--- src/rtl/m_sequence_dec_pkg.sv ---
// ============================================================================
// mseq_pkg : shared states, default constants and LFSR helpers (Rev 1.0)
// ============================================================================
`default_nettype none

package mseq_pkg;

  localparam int          MSEQ_LEN      = 6;
  localparam int          LFSR_MAX_W    = 32;
  localparam logic [5:0]  MSEQ_POLY_DEF = 6'b100111;
  localparam logic [5:0]  MSEQ_SEED_DEF = 6'b101010;

  typedef logic [LFSR_MAX_W-1:0] lfsr_t;

  typedef enum logic [2:0] {
    IDLE    = 3'd0,
    CAPTURE = 3'd1,
    TRACK   = 3'd2,
    SEARCH  = 3'd3,
    DONE    = 3'd4
  } mseq_state_e;

  // Right-shifting Fibonacci step; the caller keeps bits at and above w cleared.
  function automatic lfsr_t lfsr_step(input lfsr_t p, input lfsr_t poly,
                                      input int w = MSEQ_LEN);
    logic fb;
    fb = ^(poly & p);
    return (p >> 1) | (lfsr_t'(fb) << (w - 1));
  endfunction

  function automatic lfsr_t lfsr_adv(input lfsr_t p, input lfsr_t poly,
                                     input int n, input int w = MSEQ_LEN);
    lfsr_t r;
    r = p;
    for (int i = 0; i < LFSR_MAX_W; i++) begin
      if (i < n) r = lfsr_step(r, poly, w);
    end
    return r;
  endfunction

endpackage

`default_nettype wire

--- src/rtl/m_sequence_dec.sv ---
// ============================================================================
// m_sequence_dec : recovers the shift code of one received M-sequence frame.
// Optional chip checking enabled by defining MSEQ_DEC_CHECK_EN.     (Rev 1.0)
// ============================================================================
`default_nettype none

module m_sequence_dec
  import mseq_pkg::*;
#(
  parameter int                N        = 63,
  parameter int                LENGTH   = $clog2(N),
  parameter logic [LENGTH-1:0] POLYNOME = MSEQ_POLY_DEF,
  parameter logic [LENGTH-1:0] SEED     = MSEQ_SEED_DEF,
  parameter int                THRESH   = 3
) (
  input  logic              clkin,
  input  logic              rstn,
  input  logic              chip_i,
  input  logic              chip_valid_i,
  input  logic              sof_i,
  output logic              ready_o,
  output logic [LENGTH-1:0] code_o,
  output logic              code_valid_o,
  output logic [LENGTH-1:0] err_cnt_o,
  output logic              match_o,
  output logic              zero_err_o
);

  localparam int                CNT_W    = $clog2(N + 1);
  localparam logic [LENGTH-1:0] THRESH_L = LENGTH'(THRESH);

  function automatic logic [LENGTH-1:0] step_l(input logic [LENGTH-1:0] p);
    return LENGTH'(lfsr_step(lfsr_t'(p), lfsr_t'(POLYNOME), LENGTH));
  endfunction

  mseq_state_e       state_q, state_d;
  logic [LENGTH-1:0] phase_q, phase_d;
  logic [CNT_W-1:0]  cnt_q, cnt_d;
  logic [LENGTH-1:0] ref_q, ref_d;
  logic [LENGTH-1:0] k_q, k_d;
  logic [LENGTH-1:0] code_q, code_d;
  logic [LENGTH-1:0] err_out_q, err_out_d;
  logic              match_q, match_d;
  logic              zero_q, zero_d;
  logic [LENGTH-1:0] w_shift;
  logic [LENGTH-1:0] w_err;
  logic              w_zero_phase;

`ifdef MSEQ_DEC_CHECK_EN
  logic [LENGTH-1:0] local_q, local_d;
  logic [LENGTH-1:0] err_q, err_d;
  assign w_err = err_q;
`else
  assign w_err = '0;
`endif

  // Chip k lands in phase[k] once LENGTH chips have been shifted in.
  assign w_shift      = {chip_i, phase_q[LENGTH-1:1]};
  assign w_zero_phase = (phase_q == '0);

  always_comb begin
    state_d   = state_q;
    phase_d   = phase_q;
    cnt_d     = cnt_q;
    ref_d     = ref_q;
    k_d       = k_q;
    code_d    = code_q;
    err_out_d = err_out_q;
    match_d   = match_q;
    zero_d    = zero_q;
`ifdef MSEQ_DEC_CHECK_EN
    local_d   = local_q;
    err_d     = err_q;
`endif

    case (state_q)
      IDLE: begin
        if (chip_valid_i && sof_i) begin
          phase_d = w_shift;
          cnt_d   = CNT_W'(1);
          state_d = CAPTURE;
        end
      end

      CAPTURE, TRACK: begin
        if (chip_valid_i) begin
          if (sof_i) begin
            phase_d = w_shift;
            cnt_d   = CNT_W'(1);
            state_d = CAPTURE;
          end else begin
            cnt_d = cnt_q + CNT_W'(1);
            if (state_q == CAPTURE) begin
              phase_d = w_shift;
              if (cnt_q == CNT_W'(LENGTH - 1)) begin
                state_d = TRACK;
`ifdef MSEQ_DEC_CHECK_EN
                local_d = LENGTH'(lfsr_adv(lfsr_t'(w_shift), lfsr_t'(POLYNOME),
                                           LENGTH, LENGTH));
                err_d   = '0;
`endif
              end
            end else begin
`ifdef MSEQ_DEC_CHECK_EN
              if ((chip_i != local_q[0]) && (err_q != '1))
                err_d = err_q + LENGTH'(1);
              local_d = step_l(local_q);
`endif
              if (cnt_q == CNT_W'(N - 1)) begin
                state_d = SEARCH;
                ref_d   = SEED;
                k_d     = '0;
              end
            end
          end
        end
      end

      SEARCH: begin
        if (w_zero_phase || (ref_q == phase_q)) begin
          state_d   = DONE;
          code_d    = w_zero_phase ? '0 : k_q;
          zero_d    = w_zero_phase;
          err_out_d = w_err;
          match_d   = (w_err <= THRESH_L) & ~w_zero_phase;
        end else begin
          ref_d = step_l(ref_q);
          k_d   = k_q + LENGTH'(1);
        end
      end

      DONE:    state_d = IDLE;
      default: state_d = IDLE;
    endcase
  end

  always_ff @(posedge clkin) begin
    if (!rstn) begin
      state_q   <= IDLE;
      phase_q   <= '0;
      cnt_q     <= '0;
      ref_q     <= '0;
      k_q       <= '0;
      code_q    <= '0;
      err_out_q <= '0;
      match_q   <= 1'b0;
      zero_q    <= 1'b0;
`ifdef MSEQ_DEC_CHECK_EN
      local_q   <= '0;
      err_q     <= '0;
`endif
    end else begin
      state_q   <= state_d;
      phase_q   <= phase_d;
      cnt_q     <= cnt_d;
      ref_q     <= ref_d;
      k_q       <= k_d;
      code_q    <= code_d;
      err_out_q <= err_out_d;
      match_q   <= match_d;
      zero_q    <= zero_d;
`ifdef MSEQ_DEC_CHECK_EN
      local_q   <= local_d;
      err_q     <= err_d;
`endif
    end
  end

  assign ready_o      = (state_q == IDLE) || (state_q == CAPTURE) || (state_q == TRACK);
  assign code_valid_o = (state_q == DONE);
  assign code_o       = code_q;
  assign err_cnt_o    = err_out_q;
  assign match_o      = match_q;
  assign zero_err_o   = zero_q;

endmodule

`default_nettype wire

--- config.mk ---
export PLATFORM = sky130hd
export DESIGN_NAME = m_sequence_dec
export DESIGN_NICKNAME = d
export VERILOG_FILES = /design/src/rtl/m_sequence_dec_pkg.sv /design/src/rtl/m_sequence_dec.sv
export SDC_FILE = /design/constraint.sdc
export NUM_CORES = 1
export LEC_CHECK = 0
export CAP_MARGIN = 20
export CORE_AREA = 3 3 83 85
export CTS_BUF_LIST = sky130_fd_sc_hd__clkbuf_2 sky130_fd_sc_hd__clkbuf_4 sky130_fd_sc_hd__clkbuf_8
export CTS_CLUSTER_SIZE = 8
export DETAILED_ROUTE_END_ITERATION = 8
export DIE_AREA = 0 0 86 88
export SYNTH_ARGS = -nofsm -noshare
export SYNTH_HDL_FRONTEND = slang
export SYNTH_SLANG_ARGS = --single-unit
--- constraint.sdc ---
create_clock -name clkin -period 3.6 [get_ports clkin]
set_clock_uncertainty 0.2 [all_clocks]
set_input_delay 0.72 -clock clkin [delete_from_list [all_inputs] [get_ports clkin]]
set_output_delay 0.72 -clock clkin [all_outputs]
set_load 0.02 [all_outputs]
# Word level (Yosys, flattened, before mapping)
# Index checks and enable logic that the tools add are counted.
[totals]
reg_bits = 35
latch_bits = 0
ramBits = 0
rom_bits = 0
in_bits = 5
out_inout_bits = 16
wordCells = 74
n_memories = 0
[classes]
addsub = 2
n_mul = 0
div = 0
order_cmp = 0
eq_ne = 17
shift = 0
n_mux = 30
n_bitwise = 2
n_reduce_logical = 15
[ops]
columns = ["operator", "count"]
rows = [
  ["6-bit two-way mux", 18],
  ["6-bit one-hot mux with 2 select lines", 4],
  ["32-bit XOR reduction", 1],
  ["3-bit two-way mux", 7],
  ["2-bit != test, second input constant", 7],
  ["6-bit by 1-bit adder with 6-bit output, second input constant", 2],
  ["3-bit one-hot mux with 3 select lines", 1],
  ["4-bit != test, second input constant", 2],
  ["3-bit by 2-bit == test with 1-bit output, second input constant", 2],
  ["6-bit by 3-bit == test with 1-bit output, second input constant", 1],
  ["6-bit == test", 1],
  ["6-bit == test, second input constant", 1],
  ["6-bit zero test", 1],
  ["5-bit by 6-bit bitwise OR with 6-bit output", 1],
  ["6-bit AND reduction", 1],
  ["5-bit AND reduction", 1],
  ["4-bit AND reduction", 1],
  ["2-bit nonzero test", 2],
  ["3-bit by 1-bit == test with 1-bit output, second input constant", 1],
  ["3-bit == test, second input constant", 1],
  ["3-bit zero test", 1],
  ["1-bit logical OR", 3],
  ["3-bit != test, second input constant", 1],
  ["3-bit AND reduction", 1],
  ["4 further kinds", 4],
]

# Depth between registers and ports, before layout
[depth]
word_depth = 6
depth_mapped = 7
depth_no_buf = 7

# Worst setup path after synthesis
# No wires, ideal clock.
[synth_timing]
path_kind = "reg-to-reg"
from = "register state_q[0]"
to = "register phase_q[0]"
setup_time_ns = 0.116
arrival_ns = 1.618
t_required_ns = 3.284
slack_ns = 1.666
stages_incl_launch_ff = 7
path_buffers = 1
period_less_slack_ns = 1.934
cell_sequence = "dfxtp_1 -> buf_2 -> a21oi_1 -> o311a_1 -> o21ai_2 -> mux2i_1 -> nor2b_1"
[synth_between]
elab_chain_len = 4
elab_cells_between_ends = 10
cone_classes = "5 x eq/ne; 1 x mux; 4 x reduce/logical"
[synth_rtl]
columns = ["item", "line", "text"]
rows = [
  ["from (decl)", "m_sequence_dec.sv:36", "mseq_state_e state_q, state_d;"],
  ["from (signal assigned)", "m_sequence_dec.sv:153", "state_q <= state_d;"],
  ["3-bit by 1-bit == test with 1-bit output / 3-bit by 2-bit == test with 1-bit output (equally long branches)", "m_sequence_dec.sv:76, m_sequence_dec.sv:93", ""],
  ["2-bit OR reduction", "m_sequence_dec.sv:76", "case (state_q)"],
  ["3-bit != test (no line), or another cell as far along", "--", ""],
  ["4-bit AND reduction (no line)", "--", ""],
  ["to (signal assigned)", "m_sequence_dec.sv:154", "phase_q <= phase_d;"],
  ["to (decl)", "m_sequence_dec.sv:37", "logic [LENGTH-1:0] phase_q, phase_d;"],
]
# Parallel ways exist; a longest one is shown, timed or not.
# A chain may end at the register's enable or synchronous reset.

# Worst setup path after layout
[layout_timing]
from = "register state_q[2]"
to = "output code_valid_o"
[layout_between]
elab_chain_len = 1
[layout_rtl]
columns = ["item", "line", "text"]
rows = [
  ["3-bit == test", "m_sequence_dec.sv:170", "assign code_valid_o = (state_q == DONE);"],
  ["to (decl)", "m_sequence_dec.sv:23", "output logic code_valid_o,"],
]
# No other way between the ends.

==> flow_metrics.py <==
metrics = {
    "outcome": {
        "run_status": "finished, final reports clean",
    },
    "critical_path": {
        "reg2regPathDepth": 5,
        "crit_arrival_ns": 1.70,
        "r2r_slack_ns": 1.33,
        "reg2reg_to": "k_q[2]",
        "cp_max_fo": 9,
        "cp-start-kind": "flop",
        "critPathCaptureType": "output pin",
        "required_ns": 2.68,
        "worstReg2RegStart": "state_q[1]",
        "critical_path_class": "reg2out",
    },
    "clocking": {
        "cts.repair.resized": 0,
        "post_cts_buffers": 0,
        "worstSkewPairLatency_ns": 0.29,
        "clock-sinks": 35,
        "cts_tree": "done",
        "numCtsBuffers": 5,
        "cts_buffer_depth": 2,
        "htreeDepth": 2,
        "hold_buffers": 0,
        "path_clk_slew_ns": 0.07,
        "cts_root_buffer": "clkbuf_8",
    },
    "routing": {
        "drcViolationCount": 0,
        "first_iter_violations": 91,
        "vias_per_cell": 4.88,
        "drt_wl_total_um": 3690,
        "ant_nets": 0,
        "wl_per_cell_um": 12.6,
        "dr.pass1.iters": 4,
        "vias": 1431,
    },
    "timing": {
        "max_freq_ghz": 0.381,
        "finalCritPeriodShare_pct": 72.9,
        "hold_violations": 0,
        "tns_ns": 0,
        "worst_pin_slew_ns": 0.542,
        "slew_headroom_pct": 63.8,
        "setup_viol": 0,
        "rsz0062_at_grt": "false",
        "report.final.slew_viol_count": 0,
        "layout_min_cycle_time_ns": 2.62,
    },
    "die": {
        "dieArea_um2": 7570,
        "num_io_pins": 21,
        "die_y_um": 88,
        "die_w_um": 86,
        "start_util_pct": 29.5,
        "core-area_um2": 6280,
        "num_rows": 29,
    },
    "worst_hold_path": {
        "whs_path_depth": 2,
        "min_path_type": "reg2reg",
        "min_from": "code_o[4]",
        "min_to": "code_o[4]",
    },
    "global_route": {
        "track_usage_pct": 10.8,
        "overflow": 0,
        "grt_pass1_wl_um": 6440,
        "antenna_found_initial": 0,
        "grt_max_degree": 26,
        "grt_pass1_vias": 1313,
    },
    "final_layout": {
        "fill_cells": 644,
        "postLayoutCoreUtil_pct": 33.6,
        "n_antenna_cell": 0,
        "area_delta_synth_final_pct": 14.1,
        "final_area_um2": 2110,
        "final_nets": 224,
        "drive_gt1_share_pct": 8.80,
    },
    "logic_synthesis": {
        "synth_area_per_cell_um2": 9.16,
        "synthDistinctLibCells": 48,
        "synth_edf_count": 0,
        "synth_seq_area_share_pct": 37.9,
        "synth-seq-cells": 35,
        "synthTopCellsByCount": "dfxtp_1, nand2_1, mux2i_1, nand3_1, nor2_1",
        "syn_inst": 202,
        "syn_area_um2": 1850,
        "synthTopCellsByArea": "dfxtp_1, mux2i_1, xor2_1, nand2_1, nand3_1",
        "ys.flop_type": "dfxtp_1",
        "async_flop_share_pct": 0,
        "synth.top_cell.area_share_pct": 37.9,
        "ys_warn_count": 0,
        "yosysMostFrequentCell": "dfxtp_1",
        "synth_top_cell_by_area": "dfxtp_1",
    },
    "placed_design": {
        "dpl-instance-area_um2": 2020,
        "dp_hpwl_um": 2610,
        "io_buffers": 14,
        "gp_congestion": 0.754,
    },
    "power": {
        "max-vdd-ir-drop_mv": 0.166,
        "power_leakage_nw": 0.826,
        "p_per_area_nw_per_um2": 347,
    },
    "run": {
        "max-cap-violations": 0,
    },
}
==> flip-flops by register name, summed over array words and instances, names as in the netlist <==
register    cells
cnt_q           6
code_o          6
k_q             6
phase_q         6
ref_q           6
state_q         3
match_o         1
zero_err_o      1
==> cell type report <==
type	instances	area (um2)	share of cell area (%)
Clock buffer	7	83.8	3.97
Tap cell	77	96.3	4.56
Timing Repair Buffer	16	155	7.35
Sequential cell	35	701	33.2
Multi-Input combinational cell	152	1050	49.8
Inverter	5	18.8	0.889
Clock inverter	1	5.00	0.237
==> power breakdown <==
part / switching [mW] / leakage (nW) / internal, mW
Combinational: 0.0303 / 0.494 / 0.0192
Clock: 0.137 / 0.0491 / 0.151
Sequential: 0.00507 / 0.282 / 0.390
==> layout by cell type, fill, tap and decap left out, types with 2 or more instances in the layout <==
| cell | instances |
|---|---|
| a21boi_1 | 4 |
| nand3_1 | 12 |
| clkbuf_8 | 5 |
| nand4b_1 | 2 |
| o311a_1 | 5 |
| nand4_1 | 2 |
| nor2b_1 | 9 |
| a21oi_1 | 2 |
| a41oi_1 | 2 |
| and3_1 | 5 |
| xnor2_1 | 2 |
| ha_1 | 4 |
| nor4b_1 | 2 |
| nor3b_1 | 2 |
| mux2i_1 | 12 |
| o21ai_0 | 5 |
| nand2_2 | 2 |
| xor2_1 | 11 |
| o211ai_1 | 2 |
| clkbuf_4 | 2 |
| nor2_1 | 12 |
| nand2_1 | 22 |
| inv_1 | 5 |
| nor4_4 | 2 |
| or3_1 | 2 |
| buf_4 | 2 |
| dfxtp_1 | 35 |
| nand3b_1 | 6 |
| clkdlybuf4s50_1 | 14 |
| conb_1 | 6 |
==> worst max path at each step <==
stage / from / endpoint / slack, ns / depth (start not counted)
after floorplan: state_q[0] / phase_q[0] / 1.67 / 6
after global placement: chip_valid_i / k_q[3] / 0.99 / 6
after detailed placement: chip_valid_i / k_q[2] / 0.94 / 6
after CTS: state_q[2] / code_valid_o / 0.94 / 2
after global routing: state_q[2] / code_valid_o / 0.90 / 2
final: state_q[2] / code_valid_o / 0.98 / 2
==> critical path: stages (launching register included) <==
cell and delay [ns]:
dfxtp_1 0.47, nor3b_1 0.29, clkdlybuf4s50_1 0.66
==> metrics by stage <==
step                      hold slack, ns  worst slack [ns]  std cells  total power [mW]
after floorplan                    0.250              1.67        207             0.446
after global placement             0.245             0.993        285             0.453
after detailed placement           0.248             0.939        285             0.454
after CTS                          0.263             0.943        293             0.747
after global routing               0.280             0.895        293             0.763
final                              0.258             0.976        293             0.732
==> kinds of logic (layout without fill, tap and decap cells) <==
family / after synthesis / in the layout / synth area share (%)
compound gates: 33 / 33 / 14.5
xor+xnor: 13 / 13 / 6.15
fa+ha+maj: 4 / 4 / 2.70
buf+inv: 20 / 29 / 6.36
flops: 35 / 35 / 37.9
mux: 12 / 12 / 6.49
other cells: 1 / 6 / 0.203
simple gates: 84 / 84 / 25.7
==> layer usage <==
metal / global-route usage, % / share of wire [%] / vias up
met5: 0 / 0 / -
met4: 5.18 / 1.7 / 0
met3: 2.63 / 3.6 / 5
met2: 16.7 / 48 / 20
met1: 14.0 / 46 / 675
li1: - / - / 731
Note: power is estimated with default switching activity, not from simulation.
